===== src/rtl/mc_pkg.sv =====
// Shared constants and helpers for the MC prediction write path.
//   SIZE_04/08/16 : block size codes driven on the FME/pred buffer write port
//   f_rows/f_segs/f_wpb/f_nblk : derived geometry of the packer
//   f_siz         : size code for a given block width
//   deint         : collects the even bits of a z-order index (x coordinate);
//                   pass index>>1 to get the odd bits (y coordinate)
package mc_pkg;

  localparam logic [1:0] SIZE_04 = 2'b00;
  localparam logic [1:0] SIZE_08 = 2'b01;
  localparam logic [1:0] SIZE_16 = 2'b10;

  // pixel rows of a block covered by one output word
  function automatic int f_rows(input int out_pix, input int blk_w);
    return out_pix / blk_w;
  endfunction

  // segments per output word
  function automatic int f_segs(input int out_pix, input int seg_pix);
    return out_pix / seg_pix;
  endfunction

  // output words per block
  function automatic int f_wpb(input int blk_w, input int out_pix);
    return (blk_w * blk_w) / out_pix;
  endfunction

  // blocks per CTU
  function automatic int f_nblk(input int ctu_w, input int blk_w);
    return (ctu_w / blk_w) * (ctu_w / blk_w);
  endfunction

  function automatic logic [1:0] f_siz(input int blk_w);
    case (blk_w)
      4:       return SIZE_04;
      16:      return SIZE_16;
      default: return SIZE_08;
    endcase
  endfunction

  function automatic logic [3:0] deint(input logic [7:0] v);
    logic [3:0] d;
    d = '0;
    for (int i = 0; i < 4; i++) d[i] = v[2*i];
    return d;
  endfunction

endpackage


===== src/rtl/mc_pred_pack_addr.sv =====
// Word/block counters and z-order address generation for the pred buffer
// write port.
//   clk, rst : clock, synchronous active-high reset
//   clr      : start of a new CTU, zeroes both counters
//   adv      : output word handshake, steps to the next word
//   x, y     : block position in 4x4 units
//   idx      : first block row carried by the current word
//   last     : current word is the final word of the CTU
module mc_pred_pack_addr
  import mc_pkg::*;
#(
  parameter int OUT_PIX = 32,
  parameter int BLK_W   = 8,
  parameter int CTU_W   = 32
) (
  input  logic       clk,
  input  logic       rst,
  input  logic       clr,
  input  logic       adv,
  output logic [3:0] x,
  output logic [3:0] y,
  output logic [4:0] idx,
  output logic       last
);

  localparam int ROWS = f_rows(OUT_PIX, BLK_W);
  localparam int WPB  = f_wpb(BLK_W, OUT_PIX);
  localparam int NBLK = f_nblk(CTU_W, BLK_W);
  localparam int WW   = (WPB > 1) ? $clog2(WPB) : 1;
  localparam int BW   = (NBLK > 1) ? $clog2(NBLK) : 1;

  logic [WW-1:0] word_cnt;
  logic [BW-1:0] blk_cnt;
  logic          word_last, blk_last;
  logic [7:0]    blk_ext;

  assign word_last = (word_cnt == WW'(WPB - 1));
  assign blk_last  = (blk_cnt == BW'(NBLK - 1));
  assign last      = word_last && blk_last;

  always_ff @(posedge clk) begin
    if (rst || clr) begin
      word_cnt <= '0;
      blk_cnt  <= '0;
    end else if (adv) begin
      word_cnt <= word_last ? '0 : word_cnt + WW'(1);
      if (word_last) blk_cnt <= blk_last ? '0 : blk_cnt + BW'(1);
    end
  end

  // blk_cnt is a z-order index: even bits form x, odd bits form y
  assign blk_ext = 8'(blk_cnt);
  assign x   = 4'(int'(deint(blk_ext)) * (BLK_W / 4));
  assign y   = 4'(int'(deint(blk_ext >> 1)) * (BLK_W / 4));
  assign idx = 5'(int'(word_cnt) * ROWS);

endmodule


===== src/rtl/mc_pred_pack.sv =====
// Chroma MC prediction write packer. Gathers SEG_PIX-pixel segments from the
// interpolator's one-hot lane bus into OUT_PIX-pixel words and drives them to
// the FME/pred buffer write port with z-order block addressing.
//   clk, rst            : clock, synchronous active-high reset
//   start_i / done_o    : CTU start, pulse on handshake of the CTU's last word
//   err_o               : sticky multi-hot lane enable flag
//   pred_ena_i/dat_i/rdy_o : segment input (lane 0 in the MSB slot)
//   wr_vld_o / wr_rdy_i : output word handshake
//   wr_siz_o, wr_4x4_x_o, wr_4x4_y_o, wr_idx_o, wr_dat_o : word address/data
module mc_pred_pack
  import mc_pkg::*;
#(
  parameter int PIXEL_WIDTH = 8,
  parameter int LANES       = 4,
  parameter int SEG_PIX     = 4,
  parameter int OUT_PIX     = 32,
  parameter int BLK_W       = 8,
  parameter int CTU_W       = 32
) (
  input  logic                               clk,
  input  logic                               rst,
  input  logic                               start_i,
  output logic                               done_o,
  output logic                               err_o,
  input  logic [LANES-1:0]                   pred_ena_i,
  input  logic [LANES*SEG_PIX*PIXEL_WIDTH-1:0] pred_dat_i,
  output logic                               pred_rdy_o,
  output logic                               wr_vld_o,
  input  logic                               wr_rdy_i,
  output logic [1:0]                         wr_siz_o,
  output logic [3:0]                         wr_4x4_x_o,
  output logic [3:0]                         wr_4x4_y_o,
  output logic [4:0]                         wr_idx_o,
  output logic [OUT_PIX*PIXEL_WIDTH-1:0]     wr_dat_o
);

  localparam int SEG_W  = SEG_PIX * PIXEL_WIDTH;
  localparam int WORD_W = OUT_PIX * PIXEL_WIDTH;
  localparam int ROWS   = f_rows(OUT_PIX, BLK_W);
  localparam int SEGS   = f_segs(OUT_PIX, SEG_PIX);
  localparam int SCW    = (SEGS > 1) ? $clog2(SEGS) : 1;

  logic [LANES-1:0][SEG_W-1:0] lane_dat;
  logic [SEG_W-1:0]            seg;
  logic [SCW-1:0]              seg_cnt, slot;
  logic [WORD_W-1:0]           acc, acc_nxt;
  logic                        multi, accept, hs, word_done, last;

  assign lane_dat = pred_dat_i;

  // highest enabled lane wins when the enable is not one-hot
  always_comb begin
    seg = '0;
    for (int l = 0; l < LANES; l++)
      if (pred_ena_i[l]) seg = lane_dat[LANES-1-l];
  end

  assign multi = |(pred_ena_i & (pred_ena_i - LANES'(1)));

  // stall only when completing a word while the previous one is still held
  assign pred_rdy_o = !(wr_vld_o && !wr_rdy_i && seg_cnt == SCW'(SEGS - 1));
  assign accept     = (|pred_ena_i) && pred_rdy_o;
  assign hs         = wr_vld_o && wr_rdy_i;
  // a segment arriving with start_i is slot 0 of the new CTU
  assign slot       = start_i ? '0 : seg_cnt;
  assign word_done  = accept && !start_i && (seg_cnt == SCW'(SEGS - 1));

  // segment k: column k/ROWS, row k%ROWS of the word's pixel raster
  always_comb begin
    acc_nxt = start_i ? '0 : acc;
    for (int k = 0; k < SEGS; k++)
      if (accept && slot == SCW'(k))
        acc_nxt[WORD_W - PIXEL_WIDTH*((k % ROWS)*BLK_W + (k / ROWS)*SEG_PIX) - 1 -: SEG_W] = seg;
  end

  always_ff @(posedge clk) begin
    if (rst) begin
      seg_cnt  <= '0;
      acc      <= '0;
      wr_vld_o <= 1'b0;
      wr_dat_o <= '0;
      err_o    <= 1'b0;
    end else begin
      if (start_i)    err_o <= multi;
      else if (multi) err_o <= 1'b1;

      if (word_done) begin
        acc      <= '0;
        seg_cnt  <= '0;
        wr_vld_o <= 1'b1;
        wr_dat_o <= acc_nxt;
      end else begin
        acc <= acc_nxt;
        if (accept)       seg_cnt <= slot + SCW'(1);
        else if (start_i) seg_cnt <= '0;
        if (start_i || hs) wr_vld_o <= 1'b0;
      end
    end
  end

  mc_pred_pack_addr #(
    .OUT_PIX (OUT_PIX),
    .BLK_W   (BLK_W),
    .CTU_W   (CTU_W)
  ) u_addr (
    .clk  (clk),
    .rst  (rst),
    .clr  (start_i),
    .adv  (hs),
    .x    (wr_4x4_x_o),
    .y    (wr_4x4_y_o),
    .idx  (wr_idx_o),
    .last (last)
  );

  assign done_o   = hs && last && !rst && !start_i;
  assign wr_siz_o = f_siz(BLK_W);

endmodule


===== config.mk =====
export PLATFORM = sky130hd
export DESIGN_NAME = mc_pred_pack
export DESIGN_NICKNAME = d
export VERILOG_FILES = /design/src/rtl/mc_pkg.sv /design/src/rtl/mc_pred_pack_addr.sv /design/src/rtl/mc_pred_pack.sv
export SDC_FILE = /design/constraint.sdc
export NUM_CORES = 1
export LEC_CHECK = 0
export BUFFER_PORTS_ARGS = -buffer_cell sky130_fd_sc_hd__buf_2
export CAP_MARGIN = 20
export CORE_MARGIN = 10
export CORE_UTILIZATION = 55
export CTS_BUF_LIST = sky130_fd_sc_hd__clkbuf_4 sky130_fd_sc_hd__clkbuf_8 sky130_fd_sc_hd__clkbuf_16
export CTS_CLUSTER_DIAMETER = 200
export DETAILED_ROUTE_END_ITERATION = 10
export GPL_TIMING_DRIVEN = 0
export PLACE_DENSITY_LB_ADDON = 0.3
export RECOVER_POWER = 100
export SKIP_CTS_REPAIR_TIMING = 1
export SYNTH_ARGS = -nofsm -noshare
export SYNTH_HDL_FRONTEND = slang
export SYNTH_SLANG_ARGS = --single-unit

===== constraint.sdc =====
create_clock -name clk -period 2.4 [get_ports clk]
set_input_delay 0.12 -clock clk [delete_from_list [all_inputs] [get_ports clk]]
set_output_delay 0.12 -clock clk [all_outputs]
set_load 0.02 [all_outputs]

Word-level counts from Yosys, hierarchy flattened
Cells that the tools add are included.

operators by class
  shift-type cells = 0
  bitwise gates (word level) = 1
  muxes and demuxes = 21
  add/subtract/negate cells = 4
  div/mod/pow operators = 0
  multipliers = 0
  magnitude comparators = 0
  reduce and logical (&&, ||, !) cells = 31
  equal/unequal tests = 9

operators by type and width
  operator                                             number
  2-to-1 mux 32 bit                                    12
  2-to-1 mux 256 bit                                   1
  logical AND 1 bit                                    18
  equality test 3 bit, second input constant           5
  OR reduction 4 bit                                   2
  equality test 3 x 2 -> 1 bit, second input constant  2
  2-to-1 mux 3 bit                                     2
  2-to-1 mux 1 bit                                     5
  adder 4 x 1 -> 4 bit, second input constant          1
  bitwise AND 4 bit                                    1
  equality test 4 bit, second input constant           1
  zero test 1 bit                                      4
  2-to-1 mux 4 bit                                     1
  nonzero test 2 bit                                   2
  subtractor 4 x 1 -> 4 bit, second input constant     1
  adder 3 x 1 -> 3 bit, second input constant          1
  equality test 3 x 1 -> 1 bit, second input constant  1
  zero test 3 bit                                      1
  logical OR 1 bit                                     2
  AND reduction 2 bit                                  1
  OR reduction 2 bit                                   1
  adder 1 bit, second input constant                   1

storage, ports and cells
  memories kept = 0
  word-level logic and storage cells = 73
  latch bits = 0
  output and inout bits = 275
  input port bits = 136
  ROM bits = 0
  memory bits (writable) = 0
  bits in registers = 522

Longest topological paths before layout
Gate-level depths: netlist (run 1).

  word-level depth = 8
  depth in mapped cells = 12
  mapped depth without buffers = 9

Hierarchy
From an unflattened synthesis (run 1), not the netlist that was laid out.

unflattened totals
  cells, all modules = 2,163
  area, all modules = 19,411.1 um^2

by module, submodules not included
  module             sequential area each (um^2)  area an instance (um^2)  times used  cells an instance
  mc_pred_pack       10,349.9                     19,110.8                 1           2,127
  mc_pred_pack_addr  100.1                        300.3                    1           36

Least setup slack after synthesis (run 1)
Ideal clock, no wire load.

  kind = in2reg
  start point = input start_i
  end point = register wr_dat_o[10]
  setup time = 130 ps
  buffers on the path = 3
  required time = 2,270 ps
  setup slack = 300 ps
  stages = 12
  data arrival time = 1,970 ps
  cell sequence = buf_2 -> clkbuf_1 -> nand2b_1 -> inv_1 -> ha_1 -> ha_1 -> inv_1 -> a211oi_2 -> buf_2 -> nor3b_1 -> a21oi_1 -> o21ai_0

between the ends
  word-level cells in the longest chain between the ends = 4
  elaborated cells on any way between the ends = 8
  classes of those cells = eq/ne (1); mux (3); reduce/logical (4)

RTL lines
  what                  line                source
  from (decl)           mc_pred_pack.sv:22  input logic start_i,
  2-to-1 mux 3 bit      -
  equality test 3 bit   mc_pred_pack.sv:72  if (accept && slot == SCW'(k))
  logical AND 1 bit     mc_pred_pack.sv:72
  2-to-1 mux 32 bit     mc_pred_pack.sv:72
  to (signal assigned)  mc_pred_pack.sv:91  wr_dat_o <= acc_nxt;
  to (decl)             mc_pred_pack.sv:34  output logic [OUT_PIX*PIXEL_WIDTH-1:0] wr_dat_o

Several ways; a longest one is shown, not always the timed one.
A chain may end at the register's enable or synchronous reset.

Worst setup path in the final report (run 1)
  start point = input pred_ena_i[1]
  end point = register wr_dat_o[27]

between the ends
  word-level cells in the longest chain between the ends = 4
  elaborated cells on any way between the ends = 9
  classes of those cells = mux (4); reduce/logical (5)

RTL lines
  what                                                            line                                    source
  from (decl)                                                     mc_pred_pack.sv:25                      input logic [LANES-1:0] pred_ena_i,
  2-to-1 mux 32 bit / OR reduction 4 bit (equally long branches)  mc_pred_pack.sv:55, mc_pred_pack.sv:62
  2-to-1 mux 32 bit / logical AND 1 bit (equally long branches)   mc_pred_pack.sv:55, mc_pred_pack.sv:62
  2-to-1 mux 32 bit (tied with other cells)                       mc_pred_pack.sv:55                      if (pred_ena_i[l]) seg = lane_dat[LANES-1-l];
  2-to-1 mux 32 bit / logical AND 1 bit (equally long branches)   mc_pred_pack.sv:72, mc_pred_pack.sv:66

Several ways; a longest one is shown, not always the timed one.

==> results.json, run 1 <==
{
  "status": "finished with violations",
  "violations": "setup timing",
  "hold_viol": 0,
  "max_freq_mhz": 407.7,
  "async_flop_share": 0,
  "cts.sinks": 522,
  "dpl.hpwl_mm": 53.29,
  "min_period_ns": 2.453,
  "yosys_warnings": 0,
  "synth.distinct_cells": 41,
  "hp-start": "pred_ena_i[0]",
  "place_congestion": 0.9076,
  "ys_seq_area_frac": 0.5248,
  "start_util": 0.5584,
  "timing.rr.start": "wr_vld_o",
  "max_slew_margin": 0.1247,
  "p_per_area_mw_per_mm2": 774.2,
  "cp.required_ns": 2.89,
  "row_count": 69,
  "die_x_um": 210.3,
  "worstRegToRegCells": 8,
  "cp_max_fo": 10,
  "finalMaxSlewViolations": 0,
  "final_core_util": 0.6928,
  "final.setup.worst_slack_ns": -0.05302,
  "grt_pass1_vias": 17730,
  "drive_above_1_share": 0.2312,
  "track_usage": 0.3065,
  "place_area_mm2": 0.02296,
  "final.period_utilization": 1.022,
  "hold_depth": 3,
  "path_class": "in -> reg",
  "grt-ovfl-total": 0,
  "htree_levels": 2,
  "drt_iter0_drc": 1710,
  "power.leakage_nw": 8.987,
  "avgSynthCellArea_um2": 9.184,
  "maxCapViolations": 0,
  "tightest_slew_ns": 1.313,
  "insertion_delay_ns": 0.58,
  "dp.cells": 3061,
  "synth_edf_count": 0,
  "postSynthCellCount": 2168,
  "drt_wl_total_mm": 71.12,
  "hold_path.class": "in -> reg",
  "grt_pass1_wl_mm": 105.5,
  "ys_ff_latch": 522,
  "final_antenna_net_count": 0,
  "dr_total_vias": 18180,
  "final_cells": 3164,
  "core-area_mm2": 0.03566,
  "post-route-drc-count": 0,
  "area_delta_synth_final_pct": 24.06,
  "clk_pin_slew_ns": 0.07,
  "die_h_um": 210.3,
  "clk_path_buf_depth": 3,
  "setup_viol": 4,
  "grt_max_degree": 15,
  "cts_tree": "built",
  "fin_nets": 2805,
  "vdd_drop_max_uv": 514.5,
  "start_kind": "input pin",
  "r2r_slack_ns": 0.01,
  "cts_root_buf": "clkbuf_16",
  "port_buffers": 398,
  "avgViaCountPerCell": 5.746,
  "dr.pass1.iters": 6,
  "fillers": 2922,
  "r2r_end": "acc[116]",
  "fp.dieArea_mm2": 0.04421,
  "cts_made_buffers": 50,
  "fin_area_mm2": 0.02470,
  "n_antenna_cell": 0,
  "synthFlopType": "dfxtp_1",
  "finalPower_mw": 19.13,
  "wire_per_inst_um": 22.48,
  "io_pins": 411,
  "synth_area_mm2": 0.01991,
  "grt_setup_unrepaired": "true",
  "min_delay_worst_endpoint": "err_o",
  "antenna_found_initial": 0,
  "fin_skew_ns": 0.01858,
  "critPathCaptureType": "flip-flop",
  "cp.arrival_ns": 2.94
}
how the worst max path moves through the flow:
stage,startpoint,end,depth (start not counted)
3_3_place_gp,pred_ena_i[3],wr_dat_o[22],7
6_report,pred_ena_i[1],wr_dat_o[27],6
4_1_cts,wr_vld_o,wr_dat_o[84],7
5_1_grt,seg_cnt[0],wr_dat_o[24],11
3_5_place_dp,pred_ena_i[3],wr_dat_o[84],8
2_1_floorplan,start_i,wr_dat_o[10],12
per-layer routing:
metal	share of wire	vias to the layer above	track usage
li1	-	8391	-
met5	0	-	0
met4	0.046	0	0.1406
met2	0.47	902	0.5050
met3	0.093	171	0.06958
met1	0.39	8716	0.3759
state kept, by name, indices dropped and copies added, names as in the netlist:
name / cells
err_o: 1
wr_vld_o: 1
seg_cnt: 3
wr_dat_o: 256
u_addr.blk_cnt: 4
acc: 256
u_addr.word_cnt: 1
cells in the mapped netlist, types with 2 or more instances:
cell / number / area, µm²
dfxtp_1: 522 / 10450
nor2_1: 265 / 994.7
nand2_1: 259 / 972.2
nor3b_1: 257 / 1929
o21ai_1: 204 / 1021
a21oi_2: 191 / 1673
clkbuf_1: 116 / 435.4
a21oi_1: 103 / 515.5
o21ai_0: 53 / 265.3
buf_6: 37 / 416.7
a22oi_1: 32 / 240.2
o22ai_1: 32 / 200.2
buf_2: 28 / 140.1
buf_4: 12 / 90.09
inv_1: 8 / 30.03
ha_1: 7 / 87.58
a2111oi_4: 6 / 165.2
nand2b_1: 6 / 37.54
a211oi_2: 2 / 25.02
conb_1: 2 / 7.510
nand3_1: 2 / 10.01
nand4_1: 2 / 12.51
o21ai_2: 2 / 17.52
or3_1: 2 / 12.51
xor2_1: 2 / 17.52
worst max-delay path, cell delays in order:
cell and delay (ns):
clkbuf_1 0.33, clkbuf_1 0.79, a22oi_1 0.24, a21oi_2 0.97, a21oi_1 0.22, o21ai_0 0.24
layout make-up:
class                           instances  area (µm²)  area share
Buffer                                195        1187     0.04807
Clock buffer                           74        1540     0.06235
Clock inverter                         19       297.8     0.01205
Inverter                                9       36.28    0.001469
Multi-Input combinational cell       1450        8439      0.3416
Sequential cell                       522       10450      0.4230
Tap cell                              461       576.8     0.02335
Timing Repair Buffer                  434        2175     0.08803
stage by stage:
step | hold slack [ns] | TNS (ns) | setup WS [ns]
final | 0.1287 | -0.1021 | -0.05302
after global routing | 0.1109 | -3.779 | -0.1157
after CTS | -0.2561 | -48.38 | -0.3906
after detailed placement | 0.3472 | -179.75 | -0.6477
after global placement | 0.3429 | -292.98 | -1.339
after floorplan | 0.1891 | 0 | 0.3003
cells in the final DEF (no fill, tap or decap), types with 2 or more instances in the layout:
cell,instances
nand2_1,259
nand4_1,2
nand3_1,2
a22oi_1,32
buf_4,15
xor2_1,2
bufinv_16,8
buf_8,21
inv_1,8
nand2b_1,6
clkbuf_1,319
clkbuf_4,14
buf_2,158
dfxtp_1,522
a21oi_1,83
o22ai_1,32
ha_1,7
a2111oi_4,6
o21ai_1,204
clkbuf_2,62
a21oi_2,211
clkinv_2,10
clkbuf_8,9
o21ai_2,2
clkbuf_16,53
or3_1,2
a211oi_4,2
buf_1,2
buf_6,42
nor3b_1,257
o21ai_0,53
conb_1,10
nor2_1,265
buf_12,6
dlygate4sd3_1,2
cell families (layout without fill, tap and decap cells):
group	count (synthesis)	after routing	share of synthesized area
xor+xnor	3	3	0.001320
other cells	2	10	0.0003772
flops	522	522	0.5248
compound gates	627	627	0.2082
simple gates	800	800	0.2019
mux	2	2	0.001068
buf+inv	204	731	0.05737
fa+ha+maj	8	8	0.004901
power breakdown:
group | switching (mW) | total, mW | internal (mW)
Sequential | 0.0203 | 8.77 | 8.75
Combinational | 1.14 | 1.64 | 0.498
Clock | 3.41 | 8.72 | 5.31
Power figures use the tool's default switching activity.
==> run 2: changes to the inputs <==
--- a/config.mk
+++ b/config.mk
@@ -8,7 +8,7 @@
 export BUFFER_PORTS_ARGS = -buffer_cell sky130_fd_sc_hd__buf_2
 export CAP_MARGIN = 20
 export CORE_MARGIN = 10
-export CORE_UTILIZATION = 55
+export CORE_UTILIZATION = 30
 export CTS_BUF_LIST = sky130_fd_sc_hd__clkbuf_4 sky130_fd_sc_hd__clkbuf_8 sky130_fd_sc_hd__clkbuf_16
 export CTS_CLUSTER_DIAMETER = 200
 export DETAILED_ROUTE_END_ITERATION = 10
==> run 2 against run 1 <==
Against the previous run: the run still ends with setup timing left; sequential cell count unchanged; setup slack better by 0.049 ns; critical path depth unchanged; final cell count increased by 13%; utilization is 31 points lower; clock skew shrank 0.0036 ns; sequential power about the same; worst hold slack improved by 0.074 ns; non-clock buffer count is 12 lower; highest routed layer is now met5.
==> results.json, run 2 (synthesis results as in run 1) <==
{
  "status": "finished with violations",
  "violations": "setup timing",
  "tightest_slew_ns": 1.046,
  "htree_levels": 2,
  "die_x_um": 277.6,
  "cp_top_family": "compound AO/OA/AOI/OAI gates",
  "drt_wl_total_mm": 80.76,
  "fin_skew_ns": 0.01501,
  "path_class": "in -> reg",
  "p_per_area_mw_per_mm2": 767.0,
  "r2r_slack_ns": 0.10,
  "vdd_drop_max_uv": 503.6,
  "max_slew_margin": 0.3026,
  "fp.dieArea_mm2": 0.07708,
  "dr_total_vias": 17690,
  "max_stage_delay_ns": 0.83,
  "grt_pass1_vias": 17510,
  "core-area_mm2": 0.06575,
  "post-route-drc-count": 0,
  "hold_viol": 0,
  "start_util": 0.3029,
  "drive_above_1_share": 0.2355,
  "antenna_found_initial": 6,
  "setup_viol": 1,
  "timing.rr.start": "wr_vld_o",
  "clk_pin_slew_ns": 0.06,
  "port_buffers": 398,
  "place_congestion": 0.8816,
  "hold_depth": 5,
  "final_antenna_net_count": 0,
  "r2r_end": "wr_dat_o[135]",
  "dr.pass1.iters": 5,
  "wire_per_inst_um": 22.65,
  "grt_pass1_wl_mm": 115.7,
  "track_usage": 0.1992,
  "avgViaCountPerCell": 4.960,
  "largestRegisters": "acc: 256 flops, wr_dat_o: 256 flops, u_addr.blk_cnt: 4 flops",
  "drt_iter0_drc": 1192,
  "final.period_utilization": 1.002,
  "power.leakage_nw": 9.058,
  "row_count": 94,
  "area_delta_synth_final_pct": 27.55,
  "clk_path_buf_depth": 3,
  "dpl.hpwl_mm": 58.87,
  "fillers": 6648,
  "grt_setup_unrepaired": "true",
  "min_delay_worst_endpoint": "acc[92]",
  "finalMaxSlewViolations": 0,
  "min_period_ns": 2.404,
  "critPathCaptureType": "flip-flop",
  "fin_nets": 2800,
  "hp-start": "pred_dat_i[60]",
  "cp.required_ns": 2.92,
  "dp_slack_ns": -0.8760,
  "cts_made_buffers": 57,
  "insertion_delay_ns": 0.61,
  "grt-ovfl-total": 0,
  "cp_max_fo": 10,
  "cts.sinks": 522,
  "max_freq_mhz": 416.0,
  "setup_tns_ns": -0.003609,
  "cts_root_buf": "clkbuf_16",
  "crit_buf_inv": 2,
  "maxCapViolations": 0,
  "worstRegToRegCells": 8,
  "final.setup.worst_slack_ns": -0.003609,
  "cp.arrival_ns": 2.93,
  "layout_common_cells": "dfxtp_1 (522), clkbuf_1 (307), nor2_1 (265)",
  "cp_slowest_cell": "a21oi_4",
  "hold_path.class": "in -> reg",
  "grt_max_degree": 15,
  "start_kind": "input pin",
  "final_common_cell": "dfxtp_1",
  "cts_tree": "built",
  "io_pins": 411,
  "final_core_util": 0.3863,
  "die_h_um": 277.6,
  "path_cells": "buf_2, clkbuf_1, a22oi_1, a21oi_4, a21oi_1, o21ai_0"
}
-- run 2: changes by cell type in the layout (fill, tap and decap cells not counted), moves of 4 or more --
cell and delta:
clkbuf_16 +4, a21oi_4 +27, clkbuf_1 -12, clkbuf_2 +7
buf_8 -15, buf_4 +5, inv_6 +4, buf_12 +5
buf_6 -5, a21oi_2 -27, clkinv_2 +6
-- run 2: how the worst max path moves through the flow --
stage,slack [ns],cells after the start,from,endpoint
4_1_cts,-0.76,8,wr_vld_o,wr_dat_o[246]
2_1_floorplan,0.30,12,start_i,wr_dat_o[10]
5_1_grt,-0.05,8,wr_vld_o,wr_dat_o[131]
3_3_place_gp,-1.94,8,pred_ena_i[1],wr_dat_o[56]
6_report,-0.004,6,pred_ena_i[1],wr_dat_o[55]
3_5_place_dp,-0.88,12,start_i,wr_dat_o[57]
-- run 2: per-stage QoR --
| step | hold WS (ns) | total power, mW | area, µm² | instances |
|---|---|---|---|---|
| after CTS | -0.2532 | 19.59 | 25340 | 3548 |
| after detailed placement | 0.3850 | 10.64 | 23410 | 3445 |
| after global placement | 0.3818 | 10.50 | 23010 | 3438 |
| after global routing | 0.2237 | 20.04 | 25400 | 3565 |
| after floorplan | 0.1891 | 9.752 | 19940 | 2176 |
| final | 0.2024 | 19.48 | 25400 | 3566 |
-- run 2: power by group --
part	internal [mW]	total, mW	switching, mW
logic	0.469	1.72	1.25
clock network	5.33	8.99	3.66
registers	8.75	8.77	0.0183
-- run 2: final cells by class --
cell class / instances / area (µm²) / area share
diodes: 1 / 2.502 / 0.00009853
plain buffers: 195 / 1215 / 0.04784
clock buffers: 76 / 1638 / 0.06449
clock inverters: 27 / 290.3 / 0.01143
inverters: 9 / 36.28 / 0.001429
multi-input cells: 1450 / 8642 / 0.3403
flip-flops and latches: 522 / 10450 / 0.4114
well taps: 864 / 1081 / 0.04256
repair buffers: 422 / 2043 / 0.08045
-- run 2: worst register-to-register path, stage by stage, from the launching register on --
cell	delay [ns]
dfxtp_1	0.50
and4b_4	0.30
buf_12	0.17
a21oi_4	0.11
a21oi_4	0.31
buf_2	0.32
clkbuf_1	0.35
nand2_1	0.10
o21ai_1	0.08
-- run 2: layer usage --
| metal | wire length (µm) | track usage |
|---|---|---|
| met1 | 34990 | 0.2509 |
| met3 | 5714 | 0.04572 |
| met4 | 2417 | 0.05877 |
| met5 | 13 | 0 |
| met2 | 37630 | 0.3339 |
==> run 3: changes to the inputs <==
--- a/config.mk
+++ b/config.mk
@@ -18,4 +18,5 @@
 export SKIP_CTS_REPAIR_TIMING = 1
 export SYNTH_ARGS = -nofsm -noshare
 export SYNTH_HDL_FRONTEND = slang
+export SYNTH_HIERARCHICAL = 1
 export SYNTH_SLANG_ARGS = --single-unit
==> run 3 against run 2 <==
Against the previous run: the run now ends clean; sequential share of layout area is 0.50 points higher; maximum frequency grew 1.8%; sequential cell count unchanged; die area decreased by 2.3%; utilization grew 0.43 points; setup slack gained 0.042 ns; clock-buffer cell count rose by 4; critical path type is now reg -> reg.
==> results.json, run 3 <==
{
  "seqCellArea_mm2": 0.01045,
  "cp_max_fo": 10,
  "htree_levels": 2,
  "antenna_found_initial": 4,
  "netlist.area_leader.share": 0.5384,
  "postSynthCellCount": 2163,
  "async_flop_share": 0,
  "vdd_drop_max_uv": 586.8,
  "final_core_util": 0.3906,
  "avgViaCountPerCell": 4.927,
  "r2r_slack_ns": 0.04,
  "clk_pin_slew_ns": 0.06,
  "core-area_mm2": 0.06423,
  "die_h_um": 274.4,
  "final.period_utilization": 0.9840,
  "synth_area_leader_cell": "dfxtp_1",
  "yosys_warnings": 6,
  "setup_tns_ns": 0,
  "drive_above_1_share": 0.1807,
  "share_comb_of_total_power": 0.089,
  "post-route-drc-count": 0,
  "fillers": 6578,
  "synthAdderAreaFrac": 0.004512,
  "largestRegisters": "acc: 256 flops, wr_dat_o: 256 flops, u_addr/blk_cnt: 4 flops",
  "place_congestion": 0.9197,
  "synth_edf_count": 0,
  "multi_input_area_mm2": 0.008233,
  "fin_skew_ns": 0.01073,
  "p_switching_mw": 4.851,
  "critPathCaptureType": "flip-flop",
  "timing.rr.start": "seg_cnt[0]",
  "tightest_slew_ns": 1.063,
  "grt_setup_unrepaired": "true",
  "cts_made_buffers": 56,
  "synth_top_family_by_area": "simple AND/OR/NAND/NOR gates",
  "p_clk_frac": 0.452,
  "status": "finished, final reports clean",
  "layout_common_cells": "dfxtp_1 (522), clkbuf_1 (305), nor2_1 (265)",
  "synthFlopType": "dfxtp_1",
  "final_common_cell": "dfxtp_1",
  "final_antenna_net_count": 0,
  "place_area_mm2": 0.02308,
  "synth_area_mm2": 0.01941,
  "path_class": "reg -> reg",
  "yosys.area_share.simple": 0.2046,
  "synth.distinct_cells": 40,
  "port_buffers": 399,
  "dr.pass1.iters": 7,
  "min_period_ns": 2.362,
  "synth-xor-area-share": 0.001354,
  "drt_iter0_drc": 1230,
  "fin_nets": 2817,
  "power.leakage_nw": 9.592,
  "start_util": 0.3022,
  "max_freq_mhz": 423.5,
  "hold_path.class": "in -> reg",
  "dr_total_vias": 17620,
  "area_delta_synth_final_pct": 29.26,
  "r2r_end": "wr_dat_o[196]",
  "wire_per_inst_um": 22.78,
  "fin_area_mm2": 0.02509,
  "yosysMostFrequentCell": "dfxtp_1",
  "max_slew_margin": 0.2863,
  "insertion_delay_ns": 0.61,
  "critPathCapture": "wr_dat_o[196]",
  "worstRegToRegCells": 12,
  "dpl.hpwl_mm": 62.87,
  "clk_path_buf_depth": 3,
  "dp_slack_ns": -1.754,
  "cts.sinks": 522,
  "grt_pass1_wl_mm": 114.2,
  "synth_compound_area_frac": 0.1464,
  "intPower_mw": 14.25,
  "ys_ff_latch": 522,
  "drt_wl_total_mm": 81.48,
  "cts_tree": "built",
  "cp.required_ns": 2.87,
  "ys_seq_area_frac": 0.5384,
  "final_cells": 3577,
  "p_per_area_mw_per_mm2": 761.5,
  "row_count": 93,
  "cp.arrival_ns": 2.83,
  "io_pins": 411,
  "grt_pass1_vias": 17430,
  "maxCapViolations": 0,
  "setup_viol": 0,
  "grt_max_degree": 15,
  "track_usage": 0.2054,
  "fp.dieArea_mm2": 0.07528,
  "start_kind": "flip-flop",
  "final.setup.worst_slack_ns": 0.03846,
  "synth.area.mux_share": 0.05008,
  "swShare": 0.2539,
  "cp-startpoint": "seg_cnt[0]",
  "finalMaxSlewViolations": 0,
  "hold_viol": 0,
  "seqPwrFrac": 0.459,
  "dp.cells": 3451,
  "grt-ovfl-total": 0,
  "die_x_um": 274.4,
  "avgSynthCellArea_um2": 8.974,
  "netlist_top_cells_area": "dfxtp_1 (54%), nor3b_1 (6.2%), o21ai_1 (5.9%)",
  "synth_commonest_cells": "dfxtp_1 (522), nor2_1 (265), nand2_1 (261), o21ai_1 (229), a21oi_1 (199)",
  "cts_root_buf": "clkbuf_16"
}
## run 3: changes by cell type after synthesis, sizes merged, moves of 3 or more
cell     delta
buf        +28
nand3       +4
a2111oi     -6
a211oi      +3
clkbuf     -37
nor2b      +97
nor3b      -97
mux2i      +95
a21oi      -95
## run 3: cell families (layout without fill, tap and decap cells)
family          Yosys count  after routing
mux                      97             97
xor+xnor                  3              3
flops                   522            522
buf+inv                 193            740
other cells               3             15
fa+ha+maj                 7              7
compound gates          530            530
simple gates            808            808
## run 3: critical path: stages (launching register included)
cell      delay [ns]
dfxtp_1         0.31
buf_6           0.12
nor2b_1         0.13
buf_4           0.16
inv_1           0.09
ha_2            0.21
nand3b_1        0.14
a211oi_4        0.29
buf_12          0.16
buf_4           0.17
nor3b_1         0.06
a21oi_1         0.25
o21ai_0         0.13
## run 3: worst min-delay path by stage
stage          slack [ns]  cells past startpoint          start        to
2_1_floorplan        0.19                      1            rst     err_o
3_3_place_gp         0.41                      2       wr_rdy_i  wr_vld_o
3_5_place_dp         0.41                      2       wr_rdy_i  wr_vld_o
4_1_cts             -0.23                      2       wr_rdy_i  wr_vld_o
5_1_grt              0.07                      4  pred_ena_i[2]     err_o
6_report             0.04                      4  pred_ena_i[2]     err_o
## run 3: power groups by stage
stage,sequential (mW),combinational [mW],clock [mW]
2_1_floorplan,8.96,0.689,0
3_3_place_gp,8.96,1.44,0
3_5_place_dp,8.96,1.65,0
4_1_cts,8.77,1.65,8.79
5_1_grt,8.77,1.78,9.13
6_report,8.77,1.71,8.63
## run 3: per-layer routing
metal | routed length (µm) | part of all wire | global-route usage
met2 | 37880 | 0.46 | 0.3386
met4 | 3513 | 0.043 | 0.09601
met3 | 6735 | 0.083 | 0.05741
met5 | 0 | 0 | 0
met1 | 33350 | 0.41 | 0.2444
## run 3: layout make-up
type,instances,area share
Sequential cell,522,0.4165
Multi-Input combinational cell,1455,0.3281
Timing Repair Buffer,447,0.09211
Clock buffer,80,0.06553
Buffer,185,0.04568
Tap cell,855,0.04264
Clock inverter,21,0.007879
Inverter,7,0.001047
Antenna cell,5,0.0004987
## run 3: per-stage QoR
step                hold slack, ns  total power [mW]
CTS                        -0.2334             19.22
detailed placement          0.4104             10.61
finish                     0.03970             19.11
floorplan                   0.1891             9.648
global route               0.07003             19.68
global placement            0.4068             10.40
